--- src/rtl/cms_pkg.sv ---
// Shared widths and state encoding for the frame scheduler that time-shares one
// complex_mean_square engine between several requesters.
package cms_pkg;

  localparam int unsigned SAMPLE_W = 32;
  localparam int unsigned RESULT_W = 64;
  localparam int unsigned LOG2_W   = 3;
  localparam int unsigned CNT_W    = 9;

  typedef logic [2:0] state_t;

  localparam state_t IDLE      = 3'd0;
  localparam state_t ARB       = 3'd1;
  localparam state_t START     = 3'd2;
  localparam state_t WAIT_INIT = 3'd3;
  localparam state_t STREAM    = 3'd4;
  localparam state_t DRAIN     = 3'd5;
  localparam state_t DONE      = 3'd6;

endpackage

--- src/rtl/cms_rr_arbiter.sv ---
// Combinational round-robin pick: first requesting index at or after the pointer,
// searched cyclically so non-power-of-2 requester counts wrap correctly.
module cms_rr_arbiter #(
  parameter int unsigned N_REQ = 4,
  parameter int unsigned ID_W  = 2
) (
  input  logic [N_REQ-1:0] req,
  input  logic [ID_W-1:0]  pointer,
  output logic [N_REQ-1:0] grant,
  output logic [ID_W-1:0]  grant_id,
  output logic             any_req
);

  int              idx;
  logic [ID_W-1:0] sel;
  logic            found;

  always_comb begin
    grant    = '0;
    grant_id = '0;
    any_req  = |req;
    found    = 1'b0;
    idx      = 0;
    sel      = '0;
    for (int i = 0; i < int'(N_REQ); i++) begin
      idx = int'(pointer) + i;
      if (idx >= int'(N_REQ)) idx = idx - int'(N_REQ);
      sel = ID_W'(idx);
      if (!found && req[sel]) begin
        found      = 1'b1;
        grant[sel] = 1'b1;
        grant_id   = sel;
      end
    end
  end

endmodule

--- src/rtl/cms_frame_scheduler.sv ---
// Grants the shared mean-square engine to one requester per frame, streams its
// 2^log2 samples, and returns the engine result (or a watchdog abort) tagged by ID.
module cms_frame_scheduler
  import cms_pkg::*;
#(
  parameter int unsigned N_REQ          = 4,
  parameter int unsigned ID_W           = 2,
  parameter int unsigned TIMEOUT_CYCLES = 64
) (
  input  logic                        i_clk,
  input  logic                        i_arst_n,
  input  logic [N_REQ-1:0]            i_req,
  input  logic [LOG2_W*N_REQ-1:0]     i_log2_samples,
  input  logic [N_REQ-1:0]            i_valid,
  input  logic [SAMPLE_W*N_REQ-1:0]   i_y,
  input  logic [SAMPLE_W*N_REQ-1:0]   i_y_hat,
  output logic [N_REQ-1:0]            o_ready,
  output logic [N_REQ-1:0]            o_grant,
  output logic                        o_cms_en,
  output logic [LOG2_W-1:0]           o_cms_log2_samples,
  output logic                        o_cms_valid,
  output logic [SAMPLE_W-1:0]         o_cms_y,
  output logic [SAMPLE_W-1:0]         o_cms_y_hat,
  input  logic                        i_cms_valid,
  input  logic [RESULT_W-1:0]         i_cms_data,
  output logic                        o_res_valid,
  input  logic                        i_res_ready,
  output logic [RESULT_W-1:0]         o_res_data,
  output logic [ID_W-1:0]             o_res_id,
  output logic                        o_res_err,
  output logic                        o_busy
);

  localparam int unsigned WD_W = $clog2(TIMEOUT_CYCLES + 1);

  state_t              state_q, state_d;
  logic [ID_W-1:0]     ptr_q, ptr_d;
  logic [ID_W-1:0]     id_q, id_d;
  logic [LOG2_W-1:0]   log2_q, log2_d;
  logic [N_REQ-1:0]    grant_q, grant_d;
  logic [CNT_W-1:0]    cnt_q, cnt_d;
  logic [WD_W-1:0]     wd_q, wd_d;
  logic [RESULT_W-1:0] res_q, res_d;
  logic                err_q, err_d;

  logic [N_REQ-1:0]    arb_grant;
  logic [ID_W-1:0]     arb_id;
  logic                arb_any;
  logic [LOG2_W-1:0]   arb_log2;

  logic                sel_valid;
  logic [SAMPLE_W-1:0] sel_y, sel_y_hat;
  logic [CNT_W-1:0]    frame_len, cnt_inc;
  logic                room, xfer;

  cms_rr_arbiter #(
    .N_REQ (N_REQ),
    .ID_W  (ID_W)
  ) u_arb (
    .req      (i_req),
    .pointer  (ptr_q),
    .grant    (arb_grant),
    .grant_id (arb_id),
    .any_req  (arb_any)
  );

  // Slice selection: the latched grant drives the stream, the live arbiter pick the log2 latch.
  always_comb begin
    sel_valid = 1'b0;
    sel_y     = '0;
    sel_y_hat = '0;
    arb_log2  = '0;
    for (int k = 0; k < int'(N_REQ); k++) begin
      if (ID_W'(k) == id_q) begin
        sel_valid = i_valid[k];
        sel_y     = i_y[k*SAMPLE_W +: SAMPLE_W];
        sel_y_hat = i_y_hat[k*SAMPLE_W +: SAMPLE_W];
      end
      if (ID_W'(k) == arb_id) arb_log2 = i_log2_samples[k*LOG2_W +: LOG2_W];
    end
  end

  assign frame_len = CNT_W'(1) << log2_q;
  assign cnt_inc   = cnt_q + CNT_W'(1);
  assign room      = cnt_q < frame_len;
  assign xfer      = (state_q == STREAM) && room && sel_valid;

  always_ff @(posedge i_clk or negedge i_arst_n) begin
    if (!i_arst_n) begin
      state_q <= IDLE;
      ptr_q   <= '0;
      id_q    <= '0;
      log2_q  <= '0;
      grant_q <= '0;
      cnt_q   <= '0;
      wd_q    <= '0;
      res_q   <= '0;
      err_q   <= 1'b0;
    end else begin
      state_q <= state_d;
      ptr_q   <= ptr_d;
      id_q    <= id_d;
      log2_q  <= log2_d;
      grant_q <= grant_d;
      cnt_q   <= cnt_d;
      wd_q    <= wd_d;
      res_q   <= res_d;
      err_q   <= err_d;
    end
  end

  always_comb begin
    state_d = state_q;
    ptr_d   = ptr_q;
    id_d    = id_q;
    log2_d  = log2_q;
    grant_d = grant_q;
    cnt_d   = cnt_q;
    wd_d    = wd_q;
    res_d   = res_q;
    err_d   = err_q;
    case (state_q)
      IDLE: if (arb_any) state_d = ARB;
      ARB: begin
        // A request withdrawn before arbitration simply returns to IDLE.
        if (arb_any) begin
          id_d    = arb_id;
          log2_d  = arb_log2;
          grant_d = arb_grant;
          cnt_d   = '0;
          wd_d    = '0;
          state_d = START;
        end else begin
          state_d = IDLE;
        end
      end
      START:     state_d = WAIT_INIT;
      WAIT_INIT: state_d = STREAM;
      STREAM: begin
        if (xfer) begin
          cnt_d = cnt_inc;
          if (cnt_inc == frame_len) state_d = DRAIN;
        end
      end
      DRAIN: begin
        if (i_cms_valid) begin
          res_d   = i_cms_data;
          err_d   = 1'b0;
          state_d = DONE;
        end else if (wd_q == WD_W'(TIMEOUT_CYCLES - 1)) begin
          res_d   = '0;
          err_d   = 1'b1;
          state_d = DONE;
        end else begin
          wd_d = wd_q + WD_W'(1);
        end
      end
      DONE: begin
        if (i_res_ready) begin
          ptr_d   = (id_q == ID_W'(N_REQ - 1)) ? '0 : id_q + ID_W'(1);
          grant_d = '0;
          state_d = IDLE;
        end
      end
      default: state_d = IDLE;
    endcase
  end

  always_comb begin
    o_ready            = '0;
    o_cms_en           = 1'b0;
    o_cms_log2_samples = '0;
    o_cms_valid        = 1'b0;
    o_cms_y            = '0;
    o_cms_y_hat        = '0;
    o_res_valid        = 1'b0;
    if (state_q == STREAM && room) o_ready = grant_q;
    if (state_q == START) o_cms_en = 1'b1;
    if (state_q != IDLE && state_q != ARB) o_cms_log2_samples = log2_q;
    if (xfer) begin
      o_cms_valid = 1'b1;
      o_cms_y     = sel_y;
      o_cms_y_hat = sel_y_hat;
    end
    if (state_q == DONE) o_res_valid = 1'b1;
    o_grant    = grant_q;
    o_res_data = res_q;
    o_res_id   = id_q;
    o_res_err  = err_q;
    o_busy     = (state_q != IDLE);
  end

endmodule

--- config.mk ---
export PLATFORM = sky130hd
export DESIGN_NAME = cms_frame_scheduler
export DESIGN_NICKNAME = d
export VERILOG_FILES = /design/src/rtl/cms_pkg.sv /design/src/rtl/cms_rr_arbiter.sv /design/src/rtl/cms_frame_scheduler.sv
export SDC_FILE = /design/constraint.sdc
export NUM_CORES = 1
export LEC_CHECK = 0
export CAP_MARGIN = 20
export CORE_AREA = 2 2 191 193
export CTS_CLUSTER_SIZE = 8
export DETAILED_ROUTE_END_ITERATION = 8
export DIE_AREA = 0 0 193 195
export PLACE_DENSITY_LB_ADDON = 0.12
export SLEW_MARGIN = 0
export SYNTH_ARGS = -nofsm -noshare
export SYNTH_HDL_FRONTEND = slang
export SYNTH_SLANG_ARGS = --single-unit
export TNS_END_PERCENT = 5
--- constraint.sdc ---
create_clock -name i_clk -period 5.6 [get_ports i_clk]
set_input_delay 0.84 -clock i_clk [delete_from_list [all_inputs] [get_ports i_clk]]
set_output_delay 0.84 -clock i_clk [all_outputs]
set_load 0.02 [all_outputs]
[Word level (Yosys, flattened, before mapping)]
Index checks and enable logic that the tools add are counted.
Storage, ports and cells
  bits in registers: 95
  word-level logic and storage cells: 166
  input port bits: 344
Operators by class
  magnitude comparators: 13
  shift operators: 1
  equality and inequality tests: 24
  reduce and logical (&&, ||, !) cells: 29
  add/sub/neg operators: 10
  muxes and demuxes: 77
  bitwise gates (word level): 3
Operators with widths (count)
  32-bit 2-to-1 mux: 10
  64-bit 2-to-1 mux: 2
  3-bit 2-to-1 mux: 11
  4-bit 2-to-1 mux: 7
  7-bit 2-to-1 mux: 3
  3-bit one-hot mux with 7 select lines: 1
  1-bit 2-to-1 mux: 20
  2-bit 2-to-1 mux: 10
  9-bit 2-to-1 mux: 2
  9-bit one-hot mux with 2 select lines: 1
  7-bit one-hot mux with 2 select lines: 1
  2-bit by 3-bit less-than comparator with 1-bit output, second input constant: 4
  2-bit != test, second input constant: 6
  4-bit OR: 3
  1-bit logical AND: 10
  9-bit by 1-bit adder with 9-bit output, second input constant: 1
  3-bit equality test, second input constant: 3
  9-bit equality test: 1
  3-bit greater-or-equal comparator, second input constant: 3
  9-bit less-than comparator: 1
  1-bit by 3-bit left shift with 9-bit output, first input constant: 1
  1-bit binary-select mux with 2-bit select: 4
  1-bit demux with 2-bit select: 4
  2-bit equality test, first input constant: 4
  other kinds (26): 44

[Longest topological paths before layout]
Gate-level depths: netlist of run 1.
  word-level depth: 19
  mapped depth: 12

[Hierarchy]
A second synthesis of run 1 with hierarchy kept.
Second synthesis, totals
  cell total of the unflattened synthesis: 823
  area total of the unflattened synthesis: 6964.2 µm²
Modules (own cells, without submodules)
  cms_frame_scheduler: instances 1, area each 6552.5 µm², sequential area each 2377.3 µm², cells an instance 774
  cms_rr_arbiter: instances 1, area each 411.6 µm², sequential area each 0.0 µm², cells an instance 49

[Worst setup path before layout of run 1]
No wires, ideal clock.
  path kind: reg2out
  from: register log2_q[0]
  to: output port o_cms_y[0]
  path slack: 2.031 ns
  cell stages (with the launch flop): 12
  data arrival time: 2.729 ns
  required time: 4.760 ns
  path buffers: 3
  path through: dfrtp_1 clkbuf_1 inv_1 or3_1 ha_1 a211oi_1 nand2_1 a31oi_1 o2111ai_1 clkbuf_1 buf_1 nor2_1
On the way
  cells in the longest elaborated chain, start to end: 5
RTL lines
  from (decl): line cms_frame_scheduler.sv:39  | logic [LOG2_W-1:0] log2_q, log2_d;
  from (signal assigned): line cms_frame_scheduler.sv:103  | log2_q <= log2_d;
  1-bit by 3-bit left shift with 9-bit output: line cms_frame_scheduler.sv:83  | assign frame_len = CNT_W'(1) << log2_q;
  9-bit less-than comparator: line cms_frame_scheduler.sv:85  | assign room = cnt_q < frame_len;
  1-bit logical AND (2 in series): line cms_frame_scheduler.sv:86  | assign xfer = (state_q == STREAM) && room && sel_valid;
  32-bit 2-to-1 mux: line cms_frame_scheduler.sv:180  | if (xfer) begin
  to (decl): line cms_frame_scheduler.sv:22  | output logic [SAMPLE_W-1:0] o_cms_y,
No other way between the ends.

[Worst setup path in the final report of run 1]
  from: register log2_q[0]
  to: output port o_cms_y_hat[21]
On the way
  cells in the longest elaborated chain, start to end: 5
RTL lines
  1-bit by 3-bit left shift with 9-bit output: line cms_frame_scheduler.sv:83
  9-bit less-than comparator: line cms_frame_scheduler.sv:85
  1-bit logical AND (2 in series): line cms_frame_scheduler.sv:86
  32-bit 2-to-1 mux: line cms_frame_scheduler.sv:180
  to (decl): line cms_frame_scheduler.sv:23  | output logic [SAMPLE_W-1:0] o_cms_y_hat,
No other way between the ends.

==> impl_metrics.ini, run 1 <==
[yosys]
ys.flop_type = dfrtp_1
synth_seq_cells = 95
syn_area_per_cell_um2 = 7.81
synth_top_cells_by_count = nor2_1 (217), a21oi_1 (145), dfrtp_1 (95), a22oi_1 (67), a22o_1 (66)
yosysSeqAreaShare = 0.347
synthesis.nets = 1241
async_flop_share = 1.00
syn-cell-area_um2 = 6840
yosysUniqueCellTypes = 55
yosys_warnings = 0
synth_top_area_frac = 0.347
synth.largest_area_cell = dfrtp_1
post-synth-top-count-cell = nor2_1
synth-edff-count = 0
yosys-top-cells-area = dfrtp_1 (35%), nor2_1 (12%), a21oi_1 (11%)
syn_inst = 876

[timing]
clock_skew_ns = 0.0137
tns_ns = 0
slew_violations = 0
fin_crit_sh = 0.855
hold_violations = 0
max_freq_mhz = 209
worst_slack_ns = 0.813
tightestPinTransition_ns = 0.950
setup_viol = 0
rsz0062_at_grt = false
fin_crit_ns = 4.79
slew_headroom = 0.367

[global_routing]
grtUsageMet1 = 0.210
grt-busiest-layer = met2
grt.total_usage = 0.178
use_met3 = 0.0555
grt_pass1_wl_um = 50600
antenna_found_initial = 7
grt_pass1_vias = 8326
gr-total-overflow = 0
grt_max_degree = 95
use_met2 = 0.311

[die]
die_h_um = 195
die-area_um2 = 37600
core_um2 = 35400
ioPinCount = 490
die_w_um = 193
core.rowCount = 69
initial_utilization = 0.193

[power_and_ir_drop]
power_frac_seq = 0.218
powerDensity_nw_per_um2 = 427
p_int_mw = 2.83
switchingPower_mw = 2.50
combPwrFrac = 0.662
p_clk_frac = 0.120
switching_share = 0.469
peakVddDrop_uv = 205
leakage_nw = 5.06

[clock_tree]
cts_root_buf = clkbuf_16
htreeDepth = 3
clk_pin_slew_ns = 0.08
cts_tree = done
cts_sinks = 95
cts_setup_buffers = 0
cts_hold_buf = 0
cts_resized = 0
numCtsBuffers = 9
cts.path.max_buffers = 2
clk_latency_ns = 0.36

[placed_design]
gp_congestion = 0.894
io_buffers = 489
hpwl_um = 28100
pre_cts_slack_ns = 1.07
dp.cells = 1759

[worst_hold_path]
holdCritPathClass = register to register
holdCritStartpoint = o_grant[2]

[routing]
drc = 0
ant_nets = 0
routed_wl_um = 34900
viasPerCell = 4.65
dr.pass1.iters = 5
num_vias = 8269
drt_iter0_markers = 492
wl_per_cell_um = 19.6

[flow_run]
maxCapViolations = 0

[layout]
area_growth_pct = 82.0
drive_above_1_share = 0.0381
num-nets-final = 1674
final_cell_count_no_fill = 1780

[status]
outcome = finished, final reports clean

[setup_path]
worstPathRequired_ns = 4.76
critPathMaxFanout = 43
crit_type = register to output pin
critPathLaunchType = register
arrival_ns = 3.95
r2r-start = log2_q[0]
end_kind = output pin
startpoint = log2_q[0]
[power groups by stage]
stage	sequential, mW	combinational (mW)	clock [mW]
after floorplan	1.39	1.84	0
after global placement	1.17	3.56	0
after detailed placement	1.18	3.55	0
after CTS	1.16	3.56	0.665
after global routing	1.20	3.85	0.695
final	1.16	3.52	0.639
[sequential cells by signal, indices dropped and copies added (netlist names), 2 cells and up]
signal	cells
o_grant	4
state_q	3
ptr_q	2
cnt_q	9
log2_q	3
wd_q	7
o_res_data	64
o_res_id	2
[routing by layer]
metal	vias up	share of wire
met2	305	0.50
met5	-	0.00063
li1	4048	-
met4	4	0.017
met1	3875	0.40
met3	37	0.084
[cells by family (layout without fill, tap and decap cells)]
| logic type | count (synthesis) | after routing | synth area share |
|---|---|---|---|
| compound gates | 332 | 332 | 0.320 |
| simple gates | 313 | 313 | 0.196 |
| flops | 95 | 95 | 0.347 |
| buf+inv | 90 | 528 | 0.0530 |
| fa+ha+maj | 21 | 21 | 0.0384 |
| mux | 14 | 14 | 0.0305 |
| xor+xnor | 11 | 11 | 0.0141 |
| other cells | 0 | 5 | 0 |
[critical path: stages (launching register included)]
cell             delay, ns
dfrtp_1               0.49
inv_1                 0.12
or3_1                 0.43
ha_1                  0.20
a211oi_1              0.23
nand2_1               0.07
a31oi_1               0.31
o2111ai_4             0.45
buf_4                 0.46
nor2_1                0.17
clkdlybuf4s50_1       0.62
[final timing paths]
| path | endpoint | slack [ns] | depth (start not counted) |
|---|---|---|---|
| hold reg to reg | o_grant[2] | 0.50 | 1 |
| max in group asynchronous | o_res_data[9] | 3.97 | 2 |
| hold / removal | o_grant[2] | 0.50 | 1 |
| setup reg to reg | cnt_q[5] | 1.90 | 11 |
| min in group asynchronous | o_grant[3] | 0.53 | 1 |
| setup / recovery | o_cms_y_hat[21] | 0.81 | 10 |
[cell type report]
type | count | area (um2)
tap | 461 | 577
fill | 3805 | 22900
inverter | 13 | 48.8
timing repair buffer | 499 | 4980
antenna | 5 | 12.5
clock buffer | 9 | 225
clock inverter | 7 | 78.8
sequential | 95 | 2380
multi-input combinational | 691 | 4160
[cells in the final DEF (no fill, tap or decap), types with 6 or more instances in the layout]
cell type,n
a211o_1,6
clkdlybuf4s50_1,488
buf_4,10
and3_1,6
nor2_1,217
dfrtp_1,95
a22oi_1,67
o21ai_0,17
a22o_1,66
nor3_1,6
ha_1,18
nand3_1,8
or3_1,6
and2_1,6
xor2_1,6
a21oi_1,145
clkbuf_16,9
nand2_1,33
inv_1,13
[metrics by stage]
stage,area [um2],util,hold slack (ns),power [mW]
2_1_floorplan,6840,-,0.474,3.22
3_3_place_gp,12100,0.343,0.477,4.73
3_5_place_dp,12100,0.343,0.481,4.73
4_1_cts,12400,0.352,0.503,5.39
5_1_grt,12500,0.352,0.513,5.75
6_report,12500,0.352,0.496,5.32
Note: power is estimated with default switching activity, not from simulation.
==> run 2: changes to the inputs <==
==> constraint.sdc (replaced) <==
create_clock -name i_clk -period 5 [get_ports i_clk]
set_input_delay 0.75 -clock i_clk [delete_from_list [all_inputs] [get_ports i_clk]]
set_output_delay 0.75 -clock i_clk [all_outputs]
set_load 0.02 [all_outputs]
==> impl_metrics.ini, run 2 (synthesis results as in run 1) <==
[status]
outcome = finished, final reports clean

[timing]
hold_violations = 0
tightestPinTransition_ns = 0.918
setup_viol = 0
slew_violations = 0
slew_headroom = 0.388
fin_crit_sh = 0.924
clock_skew_ns = 0.0146
fin_crit_ns = 4.62
max_freq_mhz = 217
tns_ns = 0
rsz0062_at_grt = false

[clock_tree]
cts_tree = done
numCtsBuffers = 9
cts_resized = 0
clk_pin_slew_ns = 0.07
cts_setup_buffers = 0
cts_sinks = 95
htreeDepth = 3
cts_root_buf = clkbuf_16
clk_latency_ns = 0.35
cts.path.max_buffers = 2
cts_hold_buf = 0

[layout]
final_cell_mix = clkdlybuf4s50_1 (488), nor2_1 (217), a21oi_1 (145)
area_growth_pct = 82.6
fill_cells = 3796
num-nets-final = 1676
post-route-util = 0.353
final_common_cell = clkdlybuf4s50_1
drive_above_1_share = 0.0395
largest_reg_flops = 64

[global_routing]
grt.total_usage = 0.179
grt_pass1_wl_um = 51000
gr-total-overflow = 0
grt_pass1_vias = 8364
antenna_found_initial = 5
grt_max_degree = 125

[die]
core.rowCount = 69
die_h_um = 195
initial_utilization = 0.193
ioPinCount = 490
core_um2 = 35400
die_w_um = 193
die-area_um2 = 37600

[setup_path]
arrival_ns = 3.87
end_kind = output pin
worstPathRequired_ns = 4.25
critPathMaxFanout = 44
critPathLaunchType = register
crit_type = register to output pin

[routing]
routed_wl_um = 34400
drc = 0
dr.pass1.iters = 5
wl_per_cell_um = 19.3
viasPerCell = 4.60
num_vias = 8199
drt_iter0_markers = 407
ant_nets = 0

[power_and_ir_drop]
leakage_nw = 5.07
peakVddDrop_uv = 348
powerDensity_nw_per_um2 = 477

[worst_hold_path]
holdCritPathClass = register to register

[flow_run]
maxCapViolations = 0

[placed_design]
hpwl_um = 27700
io_buffers = 489
gp_congestion = 0.885
## run 2: critical path, cell delays in order (launching register included)
cell and delay, ns:
dfrtp_1 0.46, inv_1 0.18, or3_1 0.43, ha_1 0.21, a211oi_1 0.23, nand2_1 0.08, a31oi_1 0.32, o2111ai_4 0.47
buf_12 0.37, nor2_1 0.13, clkdlybuf4s50_1 0.63
## run 2: through the flow
stage	instance area [um2]	instances	total power, mW	hold slack [ns]	worst slack, ns
5_1_grt	12500	1778	6.48	0.514	0.0472
6_report	12500	1781	5.96	0.495	0.382
2_1_floorplan	6840	876	3.61	0.454	1.52
3_3_place_gp	12200	1761	5.33	0.477	0.846
3_5_place_dp	12200	1761	5.32	0.480	0.736
4_1_cts	12500	1777	6.06	0.502	0.314
## run 2: area by class of cell
cell class | count | area (um2) | area share
timing repair buffer | 501 | 5020 | 0.402
inverter | 13 | 48.8 | 0.00391
sequential | 95 | 2380 | 0.190
clock inverter | 6 | 63.8 | 0.00511
clock buffer | 10 | 239 | 0.0191
tap | 461 | 577 | 0.0462
multi-input combinational | 691 | 4160 | 0.333
antenna | 4 | 10.0 | 0.000801
## run 2: power by group
part           internal (mW)  switching (mW)
clock network          0.365           0.328
logic                   1.76            2.21
registers               1.06           0.245
## run 2: worst paths after layout
kind | slack (ns) | to | cells past startpoint | startpoint
min in group asynchronous | 0.53 | o_grant[3] | 1 | i_arst_n
max reg2reg | 1.60 | cnt_q[7] | 10 | log2_q[1]
max in group asynchronous | 3.52 | o_res_data[12] | 2 | i_arst_n
max | 0.38 | o_cms_y[31] | 10 | log2_q[1]
min reg2reg | 0.50 | o_grant[2] | 1 | o_grant[2]
min | 0.50 | o_grant[2] | 1 | o_grant[2]
## run 2: per-layer routing
| metal | up-vias | global-route usage | share of wire |
|---|---|---|---|
| met5 | - | 0 | 0.00032 |
| met4 | 2 | 0.0525 | 0.020 |
| met3 | 33 | 0.0581 | 0.084 |
| met2 | 296 | 0.309 | 0.50 |
| met1 | 3823 | 0.210 | 0.40 |
| li1 | 4045 | - | - |
